`config.mk`:
```
export PLATFORM = sky130hd
export DESIGN_NAME = mult_exec_stage
export DESIGN_NICKNAME = d
export VERILOG_FILES = /design/src/rtl/mult_exec_stage.sv
export SDC_FILE = /design/constraint.sdc
export NUM_CORES = 1
export LEC_CHECK = 0
export ABC_AREA = 1
export CORE_MARGIN = 5
export CORE_UTILIZATION = 42
export DETAILED_ROUTE_END_ITERATION = 12
export DONT_BUFFER_PORTS = 1
export GPL_TIMING_DRIVEN = 0
export PLACE_DENSITY = 0.61
export SETUP_SLACK_MARGIN = 0.1
export SLEW_MARGIN = 20
export SYNTH_ARGS = -nofsm -noshare
export SYNTH_HDL_FRONTEND = slang
export SYNTH_SLANG_ARGS = --single-unit
```
`constraint.sdc`:
```
create_clock -name clk -period 7.7 [get_ports clk]
set_clock_uncertainty 0.1 [all_clocks]
set_input_delay 1.54 -clock clk [delete_from_list [all_inputs] [get_ports clk]]
set_output_delay 1.54 -clock clk [all_outputs]
set_load 0.05 [all_outputs]
```
`src/rtl/mult_exec_stage.sv`:
```
// Multi-cycle shift-add multiply (MUL) / multiply-accumulate (MLA) execute stage.
// The result is held on the write-back port until the async handshake acknowledges it.
module mult_exec_stage #(
    parameter int WIDTH  = 32,
    parameter int ADDR_W = 4
) (
    input  logic              clk,
    input  logic              rst,
    input  logic              start,
    input  logic [WIDTH-1:0]  rm,
    input  logic [WIDTH-1:0]  rs,
    input  logic [WIDTH-1:0]  rn,
    input  logic              accumulate,
    input  logic [ADDR_W-1:0] dest_addr,
    output logic              busy,
    output logic              write_enable,
    output logic [ADDR_W-1:0] write_address,
    output logic [WIDTH-1:0]  write_data,
    output logic              req,
    input  logic              ack,
    output logic              flag_n,
    output logic              flag_z,
    output logic              done
);

    typedef enum logic [1:0] {IDLE, MUL, ACC, WB} state_t;

    state_t             state, state_nx;
    logic [WIDTH-1:0]   rm_sh, rs_sh, rn_q, product, product_nx;
    logic               acc_q;
    logic [ADDR_W-1:0]  dest_q;

    always_ff @(posedge clk or posedge rst) begin
        if (rst) state <= IDLE;
        else     state <= state_nx;
    end

    always_comb begin
        state_nx   = state;
        product_nx = product;
        case (state)
            IDLE: if (start) begin
                product_nx = '0;
                if (rs != '0)      state_nx = MUL;
                else if (accumulate) state_nx = ACC;
                else               state_nx = WB;
            end
            MUL: begin
                if (rs_sh[0]) product_nx = product + rm_sh;
                // Last cycle is the one whose shifted multiplier runs out of set bits.
                if ((rs_sh >> 1) == '0) state_nx = acc_q ? ACC : WB;
            end
            ACC: begin
                product_nx = product + rn_q;
                state_nx   = WB;
            end
            WB: if (ack) state_nx = IDLE;
            default: state_nx = IDLE;
        endcase
    end

    assign busy         = (state != IDLE);
    assign write_enable = (state == WB);
    assign req          = (state == WB);

    always_ff @(posedge clk or posedge rst) begin
        if (rst) begin
            rm_sh         <= '0;
            rs_sh         <= '0;
            rn_q          <= '0;
            acc_q         <= 1'b0;
            dest_q        <= '0;
            product       <= '0;
            write_data    <= '0;
            write_address <= '0;
            flag_n        <= 1'b0;
            flag_z        <= 1'b0;
            done          <= 1'b0;
        end else begin
            product <= product_nx;
            done    <= (state == WB) && ack;
            if (state == IDLE && start) begin
                rm_sh  <= rm;
                rs_sh  <= rs;
                rn_q   <= rn;
                acc_q  <= accumulate;
                dest_q <= dest_addr;
            end else if (state == MUL) begin
                rm_sh <= rm_sh << 1;
                rs_sh <= rs_sh >> 1;
            end
            // Result registers load once, on the edge entering WB, so they stay put while waiting for ack.
            if (state != WB && state_nx == WB) begin
                write_data    <= product_nx;
                write_address <= (state == IDLE) ? dest_addr : dest_q;
                flag_n        <= product_nx[WIDTH-1];
                flag_z        <= (product_nx == '0);
            end
        end
    end

endmodule

```
==> impl_metrics.ini <==
[clock_tree]
cts_inserted_buffers = 17
cts_setup_buffers = 0
cts_resized = 0
htreeDepth = 4
clk_path_buf_depth = 2
clkTransAtPathRegs_ns = 0.08
cts_tree = built
cts_hold_buffers = 0
root_buffer = clkbuf_16
clkLatencyLatePin_ns = 0.46
cts.sinks = 173

[synth]
synth.top_cell.area_share_pct = 33.7
synth_compound_area_share_pct = 6.52
synth.area.mux_share_pct = 0
synth-xor-area-share_pct = 0.272
synth-seq-cells = 173
synth_cell_types = 42
syn_avg_cell_area_um2 = 6.46
synth_top_family_by_area = simple AND/OR/NAND/NOR gates
yosys-top-cells-area = dfrtp_1, nand2_1, inv_1
synth_area_um2 = 12900
synthAdderAreaFrac_pct = 6.34
syn_inst = 1990
synthSimpleGateAreaFrac_pct = 41.4
synth.largest_area_cell = dfrtp_1
syn_nets = 2159
yosysSeqAreaShare_pct = 33.7
synth_warnings = 0

[sta]
setup_violations = 0
fmax_ghz = 0.243
tightest_slew_ns = 1.08
final_hold_viol_count = 0
timing.slew.headroom_pct = 27.7
finalMaxSlewViolations = 0
fin_crit_ns = 4.11
rsz0062_at_grt = false
whs_ns = 0.373
period_share_pct = 53.3

[final_layout]
layout_commonest_cell = nand2_1
final_cell_mix = nand2_1, inv_1, nand3_1
syn_to_final_growth_pct = 9.05
drive_gt1_share_pct = 7.91
fin_area_um2 = 14000
fin_nets = 2179

[global_route]
grt_use_total_pct = 24.7
grt_overflow = 0
grt_pass1_wl_um = 64700
grt_pass1_vias = 11500
antenna_found_initial = 0
grt_max_degree = 103

[floorplan]
boundaryPins = 147
core_um2 = 30400
die_x_um = 185
start_util_pct = 42.3
fp-row-count = 64
dieArea_um2 = 34200
fp.dieH_um = 185

[power]
leakage_nw = 7.88
vdd_drop_max_uv = 228
p_per_area_nw_per_um2 = 460

[drt]
vias = 12300
first_iter_violations = 942
vias_per_cell = 5.10
drt_wl_total_um = 42000
wl_per_cell_um = 17.4
drc = 0
ant_nets = 0
dr.pass1.iters = 6

[worst_setup_path]
path_max_fanout = 11
slowest_stage = clkbuf_1
path_cells = nand2_2 > inv_1 > clkbuf_1 > buf_4
r2r-start = product[0]
slowest_delay_ns = 0.82
crit_path_end_kind = primary output
cp.required_ns = 6.06
crit_start = state[1]
cp-start-kind = flip-flop
cp.arrival_ns = 2.47
crit_family = buffers and inverters
path_buf_inv = 3
path_class = flip-flop to primary output

[run]
max_cap_viol_count = 0

[placement]
dpl-instance-area_um2 = 13400
dp_hpwl_um = 34300
gp_congestion = 0.966
portBuffers = 0

[hold_path]
hold_path.class = flip-flop to flip-flop
hp-start = dest_q[1]

[status]
outcome = finished, final reports clean
## worst reg2reg max path, cell delays in order, from the launching register on
cell	delay (ns)
dfrtp_1	0.38
ha_1	0.24
inv_1	0.07
fa_1	0.40
inv_1	0.15
nand3_1	0.08
nand3_1	0.20
nand3_1	0.17
nand3_1	0.22
nand2_1	0.11
nand2_1	0.07
nand2_1	0.04
nand3_1	0.11
nand3_1	0.09
nand2_1	0.12
nand2_1	0.07
inv_1	0.06
nand2_1	0.04
nor2_1	0.40
nand4_1	0.18
nand2_1	0.11
## where the power goes
group          switching (mW)  internal, mW  total (mW)
sequential              0.626          1.29        1.91
combinational            2.45          1.15        3.60
clock                   0.441         0.506       0.947
## synthesized netlist by cell type
cell type and count:
a21o_1 2, a21oi_1 37, a21oi_2 2, a22oi_1 1, a31oi_1 5, and2_1 7, buf_1 4, buf_2 26
buf_4 2, buf_6 3, clkbuf_1 17, clkinv_1 5, dfrtp_1 173, fa_1 2, ha_1 62, inv_1 320
inv_2 12, nand2_1 803, nand2_2 16, nand2_4 1, nand3_1 195, nand3_2 17, nand3_4 1, nand3b_1 7
nand4_1 25, nor2_1 88, nor2_2 17, nor2_4 5, nor3_1 6, nor3_2 4, nor4_1 6, nor4_2 3
o211ai_1 3, o21ai_0 44, o21ai_1 6, o21bai_1 3, o221ai_1 32, o22ai_1 1, or2_0 2, or2_1 4
or2_2 17, xor2_1 4
## cell families (layout without fill, tap and decap cells)
family	Yosys count	count (layout)
compound gates	136	136
xor+xnor	4	4
fa+ha+maj	64	64
buf+inv	389	422
flops	173	173
other cells	0	1
simple gates	1224	1224
## stage by stage
step,std cells,util [%],TNS (ns),setup slack [ns],power [mW]
after floorplan,1990,-,0,1.37,4.44
after global placement,2386,43.9,-125.97,-0.748,5.42
after detailed placement,2387,44.0,0,4.03,5.48
after CTS,2419,46.1,0,3.59,6.45
after global routing,2419,46.1,0,3.48,7.00
final,2420,46.1,0,3.59,6.46
## metal layers
layer  vias to the layer above  share of wire, %  global-route usage [%]
li1                       6282                 -                       -
met1                      5682                45                    33.3
met2                       328                46                    39.7
met3                        47               6.9                    5.93
met4                         0               2.5                    7.37
met5                         -                 0                       0
## registers in the layout (all words and copies together) (netlist names)
signal         flops
done               1
dest_q             4
rn_q              32
write_address      4
flag_z             1
rm_sh             32
rs_sh             32
acc_q              1
state              2
product           32
write_data        32
## final cells by class
| class | count | area [um^2] |
|---|---|---|
| Multi-Input combinational cell | 1428 | 7010 |
| Inverter | 337 | 1270 |
| Fill cell | 3247 | 16400 |
| Sequential cell | 173 | 4330 |
| Clock buffer | 18 | 439 |
| Tap cell | 396 | 495 |
| Buffer | 52 | 258 |
| Clock inverter | 14 | 191 |
| Antenna cell | 1 | 2.50 |
| Timing Repair Buffer | 1 | 27.5 |
## worst paths after layout
check	depth (start not counted)	slack, ns	endpoint
min in group asynchronous	1	0.88	rm_sh[18]
max reg2reg	20	4.25	flag_z
min	2	0.37	dest_q[1]
max in group asynchronous	2	5.71	write_data[9]
min reg2reg	2	0.37	dest_q[1]
max	4	3.59	write_enable
No activity file was read; power rests on OpenSTA's default activity.
